File: src/rtl/fetch_stage_ctrl_if.sv
// fetch_stage_ctrl_if: hazard/branch control inputs, imem port and IF/ID outputs of the fetch stage.
// FETCH_PERF_CNT_EN adds the stall_cycles / flush_count observation outputs.
interface fetch_stage_ctrl_if #(parameter int PC_W = 32);
    logic            pc_write;
    logic            ifid_write;
    logic            if_flush;
    logic [PC_W-1:0] branch_target;
    logic [31:0]     imem_instr;
    logic [PC_W-1:0] imem_addr;
    logic [31:0]     ifid_instr;
    logic [PC_W-1:0] ifid_pc_plus4;
    logic            ifid_valid;
    logic [4:0]      ifid_rs;
    logic [4:0]      ifid_rt;
    logic            stall_err;
`ifdef FETCH_PERF_CNT_EN
    logic [31:0]     stall_cycles;
    logic [31:0]     flush_count;
    modport master (output pc_write, ifid_write, if_flush, branch_target, imem_instr,
                    input imem_addr, ifid_instr, ifid_pc_plus4, ifid_valid, ifid_rs, ifid_rt,
                    stall_err, stall_cycles, flush_count);
    modport slave  (input pc_write, ifid_write, if_flush, branch_target, imem_instr,
                    output imem_addr, ifid_instr, ifid_pc_plus4, ifid_valid, ifid_rs, ifid_rt,
                    stall_err, stall_cycles, flush_count);
`else
    modport master (output pc_write, ifid_write, if_flush, branch_target, imem_instr,
                    input imem_addr, ifid_instr, ifid_pc_plus4, ifid_valid, ifid_rs, ifid_rt,
                    stall_err);
    modport slave  (input pc_write, ifid_write, if_flush, branch_target, imem_instr,
                    output imem_addr, ifid_instr, ifid_pc_plus4, ifid_valid, ifid_rs, ifid_rt,
                    stall_err);
`endif
endinterface

File: src/rtl/fetch_stage_ctrl.sv
// fetch_stage_ctrl: PC and IF/ID register owner with stall/flush handling and a runaway-stall watchdog.
// Define FETCH_PERF_CNT_EN to add saturating stall-cycle and flush counters.
module fetch_stage_ctrl #(
    parameter int              PC_W      = 32,
    parameter logic [PC_W-1:0] RESET_PC  = '0,
    parameter int              MAX_STALL = 8
) (
    input logic               i_clk,
    input logic               i_rst,
    fetch_stage_ctrl_if.slave bus
);
    localparam int CW = $clog2(MAX_STALL + 1);
    localparam logic [CW-1:0] MAX_C = CW'(MAX_STALL);

    typedef enum logic {RUN, STALL} state_t;

    logic [PC_W-1:0] r_pc;
    logic [31:0]     r_instr;
    logic [PC_W-1:0] r_pc4;
    logic            r_valid;
    state_t          r_state;
    logic [CW-1:0]   r_cnt;
    logic            r_stall_err;
    logic [PC_W-1:0] w_pc_plus4;
    logic            w_stall;
    logic [CW-1:0]   w_cnt_nxt;

    assign w_pc_plus4 = r_pc + PC_W'(4);
    assign w_stall    = !bus.pc_write && !bus.if_flush;
    // first stall cycle after RUN counts as 1; saturate so the counter never wraps
    assign w_cnt_nxt  = (r_state == RUN) ? CW'(1) : (r_cnt == MAX_C) ? MAX_C : r_cnt + CW'(1);

    always_ff @(posedge i_clk) begin
        if (i_rst) begin
            r_pc    <= RESET_PC;
            r_instr <= '0;
            r_pc4   <= '0;
            r_valid <= 1'b0;
        end else begin
            r_pc <= bus.if_flush ? {bus.branch_target[PC_W-1:2], 2'b00} :
                    bus.pc_write ? w_pc_plus4 : r_pc;
            if (bus.if_flush) begin
                r_instr <= '0;
                r_pc4   <= '0;
                r_valid <= 1'b0;
            end else if (bus.ifid_write) begin
                r_instr <= bus.imem_instr;
                r_pc4   <= w_pc_plus4;
                r_valid <= 1'b1;
            end
        end
    end

    always_ff @(posedge i_clk) begin
        if (i_rst) begin
            r_state     <= RUN;
            r_cnt       <= '0;
            r_stall_err <= 1'b0;
        end else if (w_stall) begin
            r_state <= STALL;
            r_cnt   <= w_cnt_nxt;
            if (w_cnt_nxt == MAX_C) r_stall_err <= 1'b1;
        end else begin
            r_state <= RUN;
            r_cnt   <= '0;
        end
    end

    assign bus.imem_addr     = r_pc;
    assign bus.ifid_instr    = r_instr;
    assign bus.ifid_pc_plus4 = r_pc4;
    assign bus.ifid_valid    = r_valid;
    assign bus.ifid_rs       = r_instr[25:21];
    assign bus.ifid_rt       = r_instr[20:16];
    assign bus.stall_err     = r_stall_err;

`ifdef FETCH_PERF_CNT_EN
    logic [31:0] r_stall_cycles;
    logic [31:0] r_flush_count;

    always_ff @(posedge i_clk) begin
        if (i_rst) begin
            r_stall_cycles <= '0;
            r_flush_count  <= '0;
        end else begin
            if (w_stall && !(&r_stall_cycles)) r_stall_cycles <= r_stall_cycles + 32'd1;
            if (bus.if_flush && !(&r_flush_count)) r_flush_count <= r_flush_count + 32'd1;
        end
    end

    assign bus.stall_cycles = r_stall_cycles;
    assign bus.flush_count  = r_flush_count;
`endif
endmodule
File: src/flat_wrapper.sv
// flat-port wrapper written by rule: the top's interface ports become plain ports
module fetch_stage_ctrl_flat 
#(
    parameter int              PC_W      = 32,
    parameter logic [PC_W-1:0] RESET_PC  = '0,
    parameter int              MAX_STALL = 8
)
  (i_clk, i_rst, bus_pc_write, bus_ifid_write, bus_if_flush, bus_branch_target, bus_imem_instr, bus_imem_addr, bus_ifid_instr, bus_ifid_pc_plus4, bus_ifid_valid, bus_ifid_rs, bus_ifid_rt, bus_stall_err);
  fetch_stage_ctrl_if #(.PC_W(PC_W)) bus_i ();
  input logic i_clk;
  input logic i_rst;
  input wire logic [$bits(bus_i.pc_write)-1:0] bus_pc_write;
  input wire logic [$bits(bus_i.ifid_write)-1:0] bus_ifid_write;
  input wire logic [$bits(bus_i.if_flush)-1:0] bus_if_flush;
  input wire logic [$bits(bus_i.branch_target)-1:0] bus_branch_target;
  input wire logic [$bits(bus_i.imem_instr)-1:0] bus_imem_instr;
  output wire logic [$bits(bus_i.imem_addr)-1:0] bus_imem_addr;
  output wire logic [$bits(bus_i.ifid_instr)-1:0] bus_ifid_instr;
  output wire logic [$bits(bus_i.ifid_pc_plus4)-1:0] bus_ifid_pc_plus4;
  output wire logic [$bits(bus_i.ifid_valid)-1:0] bus_ifid_valid;
  output wire logic [$bits(bus_i.ifid_rs)-1:0] bus_ifid_rs;
  output wire logic [$bits(bus_i.ifid_rt)-1:0] bus_ifid_rt;
  output wire logic [$bits(bus_i.stall_err)-1:0] bus_stall_err;
  assign bus_i.pc_write = bus_pc_write;
  assign bus_i.ifid_write = bus_ifid_write;
  assign bus_i.if_flush = bus_if_flush;
  assign bus_i.branch_target = bus_branch_target;
  assign bus_i.imem_instr = bus_imem_instr;
  assign bus_imem_addr = bus_i.imem_addr;
  assign bus_ifid_instr = bus_i.ifid_instr;
  assign bus_ifid_pc_plus4 = bus_i.ifid_pc_plus4;
  assign bus_ifid_valid = bus_i.ifid_valid;
  assign bus_ifid_rs = bus_i.ifid_rs;
  assign bus_ifid_rt = bus_i.ifid_rt;
  assign bus_stall_err = bus_i.stall_err;
  fetch_stage_ctrl #(.PC_W(PC_W), .RESET_PC(RESET_PC), .MAX_STALL(MAX_STALL)) u_core (.i_clk(i_clk), .i_rst(i_rst), .bus(bus_i));
endmodule
File: config.mk
export PLATFORM = sky130hd
export DESIGN_NAME = fetch_stage_ctrl_flat
export DESIGN_NICKNAME = d
export VERILOG_FILES = /design/src/rtl/fetch_stage_ctrl_if.sv /design/src/rtl/fetch_stage_ctrl.sv /design/src/flat_wrapper.sv
export SDC_FILE = /design/constraint.sdc
export NUM_CORES = 1
export LEC_CHECK = 0
export ABC_CLOCK_PERIOD_IN_PS = 4500
export CORE_ASPECT_RATIO = 0.9
export CORE_MARGIN = 2
export CORE_UTILIZATION = 35
export DETAILED_ROUTE_END_ITERATION = 7
export PLACE_DENSITY = 0.66
export SLEW_MARGIN = 20
export SYNTH_ARGS = -nofsm -noshare
export SYNTH_HDL_FRONTEND = slang
export SYNTH_SLANG_ARGS = --single-unit
File: constraint.sdc
create_clock -name i_clk -period 4.5 [get_ports i_clk]
set_input_delay 0.45 -clock i_clk [delete_from_list [all_inputs] [get_ports i_clk]]
set_output_delay 0.45 -clock i_clk [all_outputs]
set_load 0.05 [all_outputs]
==> After elaboration in Yosys (flattened, before gate mapping) <==
Cells that the tools add are included.
{ "word_totals": {"regBits": 103, "out_inout_bits": 108, "word_cells": 25} }
{ "op_classes": {"add_sub_neg": 2, "n_eq_ne": 2, "n_mux": 5, "bitwise_logic": 1, "n_reduce_logical": 7} }
{ "ops": {"columns": ["op", "count"], "rows": [
  ["$mux W32", 2],
  ["$add A32 B3 Y32 const B", 1],
  ["$eq A4 B4 Y1 const B", 2],
  ["$mux W4", 2],
  ["$add A4 B1 Y4 const B", 1],
  ["$reduce_or A2 Y1", 2],
  ["$logic_not A1 Y1", 2],
  ["$reduce_and A2 Y1", 1],
  ["$reduce_bool A2 Y1", 1],
  ["$logic_and A1 B1 Y1", 1],
  ["$mux W1", 1],
  ["$not A1 Y1", 1]
]} }

==> Longest topological paths before layout <==
Gate-level depths: netlist of the first run.
{ "depth": {"depth_word": 5, "mapped_depth": 7, "mapped_depth_nobuf": 6} }

==> Least setup slack after synthesis of the first run <==
OpenSTA, ideal clock, no wires.
{ "synth_path": {"path_kind": "register to register", "startpoint": "register u_core.r_pc[2], in the netlist u_core.bus.imem_addr[2]", "endpoint": "register u_core.r_pc[24], in the netlist u_core.bus.imem_addr[24]", "setup_time_ns": 0.086, "arrival_time_ns": 2.201, "required_ns": 4.414, "slack_ns": 2.214, "path_stages_with_launch": 7, "period_less_slack_ns": 2.286, "path_cell_list": "dfxtp_1 -> ha_1 -> nand4_1 -> nor4_2 -> nand3_1 -> xor2_1 -> a211oi_1"} }
{ "synth_between": {"elab_chain_cells": 3} }
{ "synth_lines": {"columns": ["item", "line_no", "source"], "rows": [
  ["from (decl)", "fetch_stage_ctrl.sv:17", "logic [PC_W-1:0] r_pc;"],
  ["from (signal assigned)", "fetch_stage_ctrl.sv:40", "r_pc <= bus.if_flush ? {bus.branch_target[PC_W-1:2], 2'b00} :"],
  ["$add A32 B3 Y32", "fetch_stage_ctrl.sv:28", "assign w_pc_plus4 = r_pc + PC_W'(4);"],
  ["$mux W32", "fetch_stage_ctrl.sv:41", "bus.pc_write ? w_pc_plus4 : r_pc;"],
  ["$mux W32", "fetch_stage_ctrl.sv:40", null]
]} }
Every way passes these cells. The select of a mux whose other input is x is not followed.
A chain may end at the register's enable or synchronous reset.

==> Worst setup path after layout of the first run <==
{ "layout_path": {"startpoint": "register u_core.r_pc[2], in the netlist u_core.bus.imem_addr[2]", "endpoint": "register u_core.r_pc4[26], in the netlist u_core.bus.ifid_pc_plus4[26]"} }
{ "layout_between": {"elab_chain_cells": 1} }
{ "layout_lines": {"columns": ["item", "line_no", "source"], "rows": [
  ["$add A32 B3 Y32", "fetch_stage_ctrl.sv:28", null],
  ["to (signal assigned)", "fetch_stage_ctrl.sv:48", "r_pc4 <= w_pc_plus4;"],
  ["to (decl)", "fetch_stage_ctrl.sv:19", "logic [PC_W-1:0] r_pc4;"]
]} }
Every way passes these cells.

==> impl_results.rst, run 1 <==
.. list-table::
   :header-rows: 1

   * - Metric
     - Value
   * - Num CTS Buffers
     - 9
   * - Maximum achievable frequency
     - 410 MHz
   * - Area of the core
     - between 10000 and 15000 um^2
   * - DRT antenna net count
     - 0
   * - Status
     - complete, no violations
   * - Die W
     - ~120 um
   * - Routed wire per std cell
     - ~16 um
   * - Count of final max-slew check failures
     - 0
   * - Cell breakdown of the critical path
     - ha_1 > nand4_1 > nor4_2 > nand4_1 > xor2_1 > a21oi_1
   * - Count of flip-flops with a built-in enable after synthesis
     - 0
   * - Worst r2r path cells
     - 6
   * - Met1 track utilization from global routing
     - 0.235
   * - Clock tree from TritonCTS
     - built
   * - Synth-to-layout area growth
     - 43.9%
   * - Via count
     - ~4100
   * - WHS Endpoint
     - u_core.bus.ifid_valid
   * - Maximum ir drop on the vdd rail
     - approximately 340 uV
   * - # resized after CTS
     - 0
   * - Setup repair after global routing missed its margin
     - false
   * - Pin count of the biggest net entering global routing
     - between 90 and 100
   * - Power density over cell area
     - about 340 nW/um^2
   * - Classification of the worst-slack hold path
     - flip-flop to flip-flop
   * - Cell at the root of the clock tree
     - clkbuf_16
   * - Most frequent cells in the layout
     - clkdlybuf4s50_1 (169), dfxtp_1 (99), nor2_1 (79)
   * - Row Count
     - 39
   * - Maximum fanout along the worst path
     - 7
   * - Worst relative slew slack
     - 0.290
   * - Critical path's slowest cell
     - nor4_2
   * - Post-layout nets
     - 733
   * - Inserted Diodes
     - 0
   * - Number of primary I/O pins
     - around 180
   * - Routing usage on met2
     - 0.312
   * - Final Setup Violations
     - 0
   * - Hold wc startpoint
     - u_core.bus.ifid_valid
   * - Busiest layer in global routing
     - met2
   * - Sum of routed wire length over all layers
     - roughly 13000 um
   * - Number of H-tree levels
     - 3
   * - Sum Neg Setup Slack
     - 0 ps
   * - HPWL after DPL
     - 9620 um
   * - Crit Path Class
     - flip-flop to flip-flop
   * - Maximum clock insertion buffer count
     - 2
   * - Static Leak
     - roughly 2.3 nW
   * - Final Power
     - about 2.2 mW
   * - Via count of the first global-routing pass
     - slightly below 4000
   * - Buf/Inv on CP
     - 0
   * - Most common cell after layout, fill and taps aside
     - clkdlybuf4s50_1
   * - Total standard cell area after synthesis
     - 4560 um^2
   * - Met3 Use GR
     - 0.0491
   * - CTS Hold Buffers Added
     - 0
   * - Die area
     - 14000 um^2
   * - Clock sink total
     - roughly 100
   * - Synth Register Bits
     - 99
   * - Share of synthesized area occupied by flip-flops and latches
     - 0.435
   * - Share of post-route cells with drive strength above 1
     - 0.0435
   * - Setup skew after layout
     - about 8.3 ps
   * - Yosys warns
     - 0
   * - Slew @ Worst Pin
     - 1070 ps
   * - Gate count of the mapped netlist
     - around 530
   * - Setup bufs post-CTS
     - 0
   * - Start of the worst register-to-register path
     - u_core.bus.imem_addr[2]
   * - Max-cap violation count
     - 0
   * - Final period utilization
     - 0.541
   * - Worst EP required
     - between 4000 and 5000 ps
   * - Later-pin clock latency in the skew report
     - roughly 350 ps
   * - Biggest cell delay along the critical path
     - roughly 640 ps
   * - Setup ws final
     - about 2100 ps
   * - Die Y
     - between 100 and 150 um
   * - Remaining global-route overflow
     - 0
   * - Worst slack, placed
     - roughly 1800 ps
   * - Fraction of registers with async set/reset
     - 0
   * - Drt drc
     - 0
   * - Most common cell on crit path
     - nand4_1
   * - Initial antenna violation count
     - 0
   * - Count of distinct cell types in the synthesized netlist
     - 38
   * - Starting density of the core
     - 0.359
   * - DRT iter0 DRCs
     - slightly above 200
   * - Port buffer count
     - 170
   * - Origin of the worst setup path
     - u_core.bus.imem_addr[2]
   * - CP delay by family, top
     - simple AND/OR/NAND/NOR gates
   * - First drt pass iteration count
     - 4
   * - Dominant synthesized flop cell
     - dfxtp_1
   * - Worst setup slack for register-to-register paths
     - 2060 ps
   * - Startpoint type of the worst setup path
     - flip-flop
   * - Final count of hold timing violations
     - 0
   * - First-pass GRT wire length
     - between 20000 and 25000 um
   * - Reg2Reg Capture Point
     - u_core.bus.ifid_pc_plus4[26]
   * - Arrival time worst endpoint
     - approximately 2600 ps
   * - Worst Hold Path Cells
     - 2
   * - Clock slew at the register clock pins of the worst setup and hold paths
     - approximately 70 ps
   * - CP Capture Type
     - flip-flop
   * - Shortest clock period the worst path allows after layout
     - approximately 2400 ps
   * - Post-Route Hold Slack
     - 478 ps
   * - Final estimated routing congestion in global placement
     - between 0.8 and 0.9
   * - Post-synthesis average cell area
     - approximately 8.6 um^2
   * - Avg Vias per Cell
     - ~5.0
   * - GR Util All Layers
     - 0.186
[worst register-to-register path, cell delays in order, from the launching register on]
cell     delay (ps)
dfxtp_1         490
ha_1            330
nand4_1         220
nor4_2          640
nand4_1         190
xor2_1          300
a21oi_1         110
[report_power, final]
part,internal (mW),switching (mW)
registers,0.915,0.0468
logic,0.168,0.255
clock network,0.502,0.342
total,1.59,0.644
[metrics by stage]
step / utilization / instances / cell area, um^2
after floorplan: - / 531 / 4570
final: 0.517 / 830 / 6560
after global routing: 0.517 / 830 / 6560
after CTS: 0.517 / 830 / 6560
after global placement: 0.492 / 814 / 6240
after detailed placement: 0.492 / 814 / 6240
[cell usage after synthesis (2+ instances only)]
cell	instances	area share
ha_1	3	0.0082
mux2i_1	35	0.077
or3_1	3	0.0041
buf_1	5	0.0041
o21ai_0	26	0.029
inv_1	3	0.0025
nor3b_1	4	0.0066
nand2_1	30	0.025
buf_4	14	0.023
clkbuf_1	29	0.024
and3_1	7	0.0096
o22ai_1	6	0.0082
xnor2_1	24	0.046
nor2_1	79	0.065
a31oi_1	2	0.0027
buf_2	7	0.0077
nor3_1	12	0.013
and2_1	5	0.0069
a211oi_1	21	0.035
a21oi_1	37	0.041
nand3_1	17	0.019
dfxtp_1	99	0.43
xor2_1	27	0.052
nand4_1	17	0.023
a311oi_1	3	0.0058
[layer usage]
layer  wire length, um  vias up
met5                 0        -
met1              5960     1934
li1                  -     2078
met4               225        0
met2              6520      106
met3               637       15
[registers in the layout, summed over array words and instances, names as in the netlist]
name                      flops
u_core.r_cnt                  4
u_core.bus.stall_err          1
u_core.bus.ifid_instr        32
u_core.bus.ifid_valid         1
u_core.bus.imem_addr         30
u_core.bus.ifid_pc_plus4     30
u_core.r_state                1
[cell families after synthesis]
logic type	synth area share
AND/OR/NAND/NOR	0.197
flip-flops	0.435
AO/OA/AOI/OAI	0.123
buffers and inverters	0.0620
XOR/XNOR	0.0980
multiplexers	0.0768
adder cells (fa/ha/maj)	0.00823
other	0.000822
[final cells by class]
class                           count  area, um^2
Clock buffer                       10         239
Clock inverter                      6        86.3
Fill cell                        1201        6120
Inverter                            4        15.0
Multi-Input combinational cell    373        2310
Sequential cell                    99        1980
Tap cell                          164         205
Timing Repair Buffer              174        1730
[worst max-delay path by stage]
| stage | slack (ps) | endpoint | cells after the start |
|---|---|---|---|
| global placement | 1830 | u_core.r_cnt[1] | 4 |
| global route | 1860 | u_core.bus.ifid_pc_plus4[26] | 6 |
| CTS | 2090 | u_core.bus.ifid_pc_plus4[26] | 6 |
| finish | 2060 | u_core.bus.ifid_pc_plus4[26] | 6 |
| detailed placement | 1800 | u_core.bus.imem_addr[31] | 6 |
| floorplan | 2210 | u_core.bus.imem_addr[24] | 6 |
Note: power is estimated with default switching activity, not from simulation.
==> run 2: changes to the inputs <==
- ABC_CLOCK_PERIOD_IN_PS: 4500 -> 2380
- clock period: 4.5 -> 2.38 ns (I/O delays scaled with it)
==> impl_results.rst, run 2 (same netlist as run 1, synthesis figures left out) <==
.. list-table::
   :header-rows: 1

   * - Metric
     - Value
   * - Status
     - complete, no violations
   * - Setup ws final
     - just over 300 ps
   * - Worst EP required
     - between 2000 and 3000 ps
   * - Crit Path Class
     - flip-flop to flip-flop
   * - Final core utilization
     - 0.531
   * - Worst relative slew slack
     - 0.562
   * - Later-pin clock latency in the skew report
     - approximately 350 ps
   * - Startpoint type of the worst setup path
     - flip-flop
   * - First drt pass iteration count
     - 4
   * - # resized after CTS
     - 0
   * - Starting density of the core
     - 0.359
   * - Die W
     - 124 um
   * - Most frequent cells in the layout
     - clkdlybuf4s50_1 (169), dfxtp_1 (99), nor2_1 (79)
   * - Die Y
     - about 110 um
   * - Clock tree from TritonCTS
     - built
   * - Setup skew after layout
     - approximately 8.3 ps
   * - Sum of routed wire length over all layers
     - about 14000 um
   * - Count of final max-slew check failures
     - 0
   * - CTS Hold Buffers Added
     - 0
   * - Number of instances in the placed design
     - 827
   * - Inserted Diodes
     - 0
   * - Setup bufs post-CTS
     - 0
   * - Area of the core
     - 12700 um^2
   * - Post-Route Hold Slack
     - ~400 ps
   * - CP Capture Type
     - flip-flop
   * - Number of primary I/O pins
     - 177
   * - Setup repair after global routing missed its margin
     - false
   * - Via count of the first global-routing pass
     - about 4200
   * - Cell at the root of the clock tree
     - clkbuf_16
   * - Buf/Inv on CP
     - 0
   * - Relative contribution of combinational cells to total power
     - 0.186
   * - Worst slack, placed
     - between 300 and 400 ps
   * - Remaining global-route overflow
     - 0
   * - Classification of the worst-slack hold path
     - input pin to flip-flop
   * - Sum Neg Setup Slack
     - 0 ps
   * - Power density over cell area
     - ~660 nW/um^2
   * - Share of power burned in registers
     - 0.406
   * - Post-layout nets
     - 748
   * - Static Leak
     - between 2 and 2.5 nW
   * - HPWL after DPL
     - 9870 um
   * - Post-route cell area
     - slightly below 7000 um^2
   * - Die area
     - around 14000 um^2
   * - Number of H-tree levels
     - 3
   * - Via count
     - 4229
   * - Max FFs per register
     - 32
   * - Biggest cell delay along the critical path
     - around 620 ps
   * - Arrival time worst endpoint
     - ~2400 ps
   * - Maximum ir drop on the vdd rail
     - approximately 490 uV
   * - Maximum fanout along the worst path
     - 6
   * - Share of total power consumed by net switching
     - 0.269
   * - Final period utilization
     - 0.873
   * - Power dissipated by switching net loads
     - between 1 and 1.5 mW
   * - Most common cell after layout, fill and taps aside
     - clkdlybuf4s50_1
   * - Design internal power
     - approximately 3.3 mW
   * - Shortest clock period the worst path allows after layout
     - just over 2000 ps
   * - GR Util All Layers
     - 0.191
   * - Routed wire per std cell
     - ~16 um
   * - DRT iter0 DRCs
     - roughly 190
   * - Clock network power share
     - 0.407
   * - Clock slew at the register clock pins of the worst setup and hold paths
     - roughly 70 ps
   * - Drt drc
     - 0
   * - CP delay by family, top
     - simple AND/OR/NAND/NOR gates
   * - Final count of hold timing violations
     - 0
   * - DRT antenna net count
     - 0
   * - Final std cells w/o fill
     - between 800 and 900
   * - Initial antenna violation count
     - 0
   * - Port buffer count
     - 170
   * - Cell breakdown of the critical path
     - ha_1 > nand4_1 > nor4_2 > nand3_1 > xor2_1 > a211oi_1
   * - Clock sink total
     - roughly 100
   * - Final estimated routing congestion in global placement
     - 0.833
   * - Maximum achievable frequency
     - 481 MHz
   * - Final Setup Violations
     - 0
   * - Avg Vias per Cell
     - 5.00
   * - Row Count
     - 39
   * - Final Power
     - 4.45 mW
   * - Post-place instance area
     - 6350 um^2
   * - Num CTS Buffers
     - 9
   * - Max-cap violation count
     - 0
   * - Maximum clock insertion buffer count
     - 2
   * - Critical path's slowest cell
     - nor4_2
   * - First-pass GRT wire length
     - roughly 21000 um
   * - Pin count of the biggest net entering global routing
     - 58
   * - Share of post-route cells with drive strength above 1
     - 0.0631
   * - Slew @ Worst Pin
     - 656 ps
   * - Synth-to-layout area growth
     - 47.8%
==> run 2: cell types whose count changed in the layout (fill, tap and decap cells not counted) <==
cell	delta
buf_12	+1
clkinv_2	-2
inv_6	-1
clkbuf_1	+1
buf_4	+14
clkinvlp_4	-1
clkbuf_8	+1
bufinv_16	+2
==> run 2: power by group through the flow <==
stage / logic (mW) / clock network (mW) / registers [mW]
after floorplan: 0.277 / 0 / 2.07
after global placement: 0.821 / 0 / 1.84
after detailed placement: 0.830 / 0 / 1.84
after CTS: 0.834 / 1.84 / 1.81
after global routing: 0.876 / 1.92 / 1.82
final: 0.829 / 1.81 / 1.81
==> run 2: worst paths after layout <==
path                            from                      endpoint  slack [ps]  cells past startpoint
max          u_core.bus.imem_addr[3]      u_core.bus.imem_addr[20]         300                      6
min                   bus_ifid_write  u_core.bus.ifid_pc_plus4[25]         400                      2
min reg2reg           u_core.r_state               u_core.r_cnt[2]         470                      2
max reg2reg  u_core.bus.imem_addr[3]      u_core.bus.imem_addr[20]         300                      6
==> run 2: final cells by class <==
type / count / area [um^2]
multi-input cells: 373 / 2310
fillers: 1175 / 5950
repair buffers: 189 / 1850
clock inverters: 4 / 120
inverters: 4 / 15.0
flip-flops and latches: 99 / 1980
well taps: 164 / 205
clock buffers: 12 / 256
==> run 2: layer usage <==
metal	track usage	part of all wire	wire, um
met5	0	0	0
met4	0.0554	0.021	280
met3	0.0605	0.055	740
met2	0.319	0.48	6530
met1	0.238	0.44	5950
==> run 2: worst reg2reg max path: stages (launching register included) <==
cell      delay, ps
dfxtp_1         420
ha_1            220
nand4_1         180
nor4_2          620
nand3_1         170
xor2_1          170
a211oi_1        230
==> run 3: changes to the inputs <==
- CAP_MARGIN: default -> 20
==> results of run 3 <==
Final layout, timing and power as in run 2 (identical DEF).
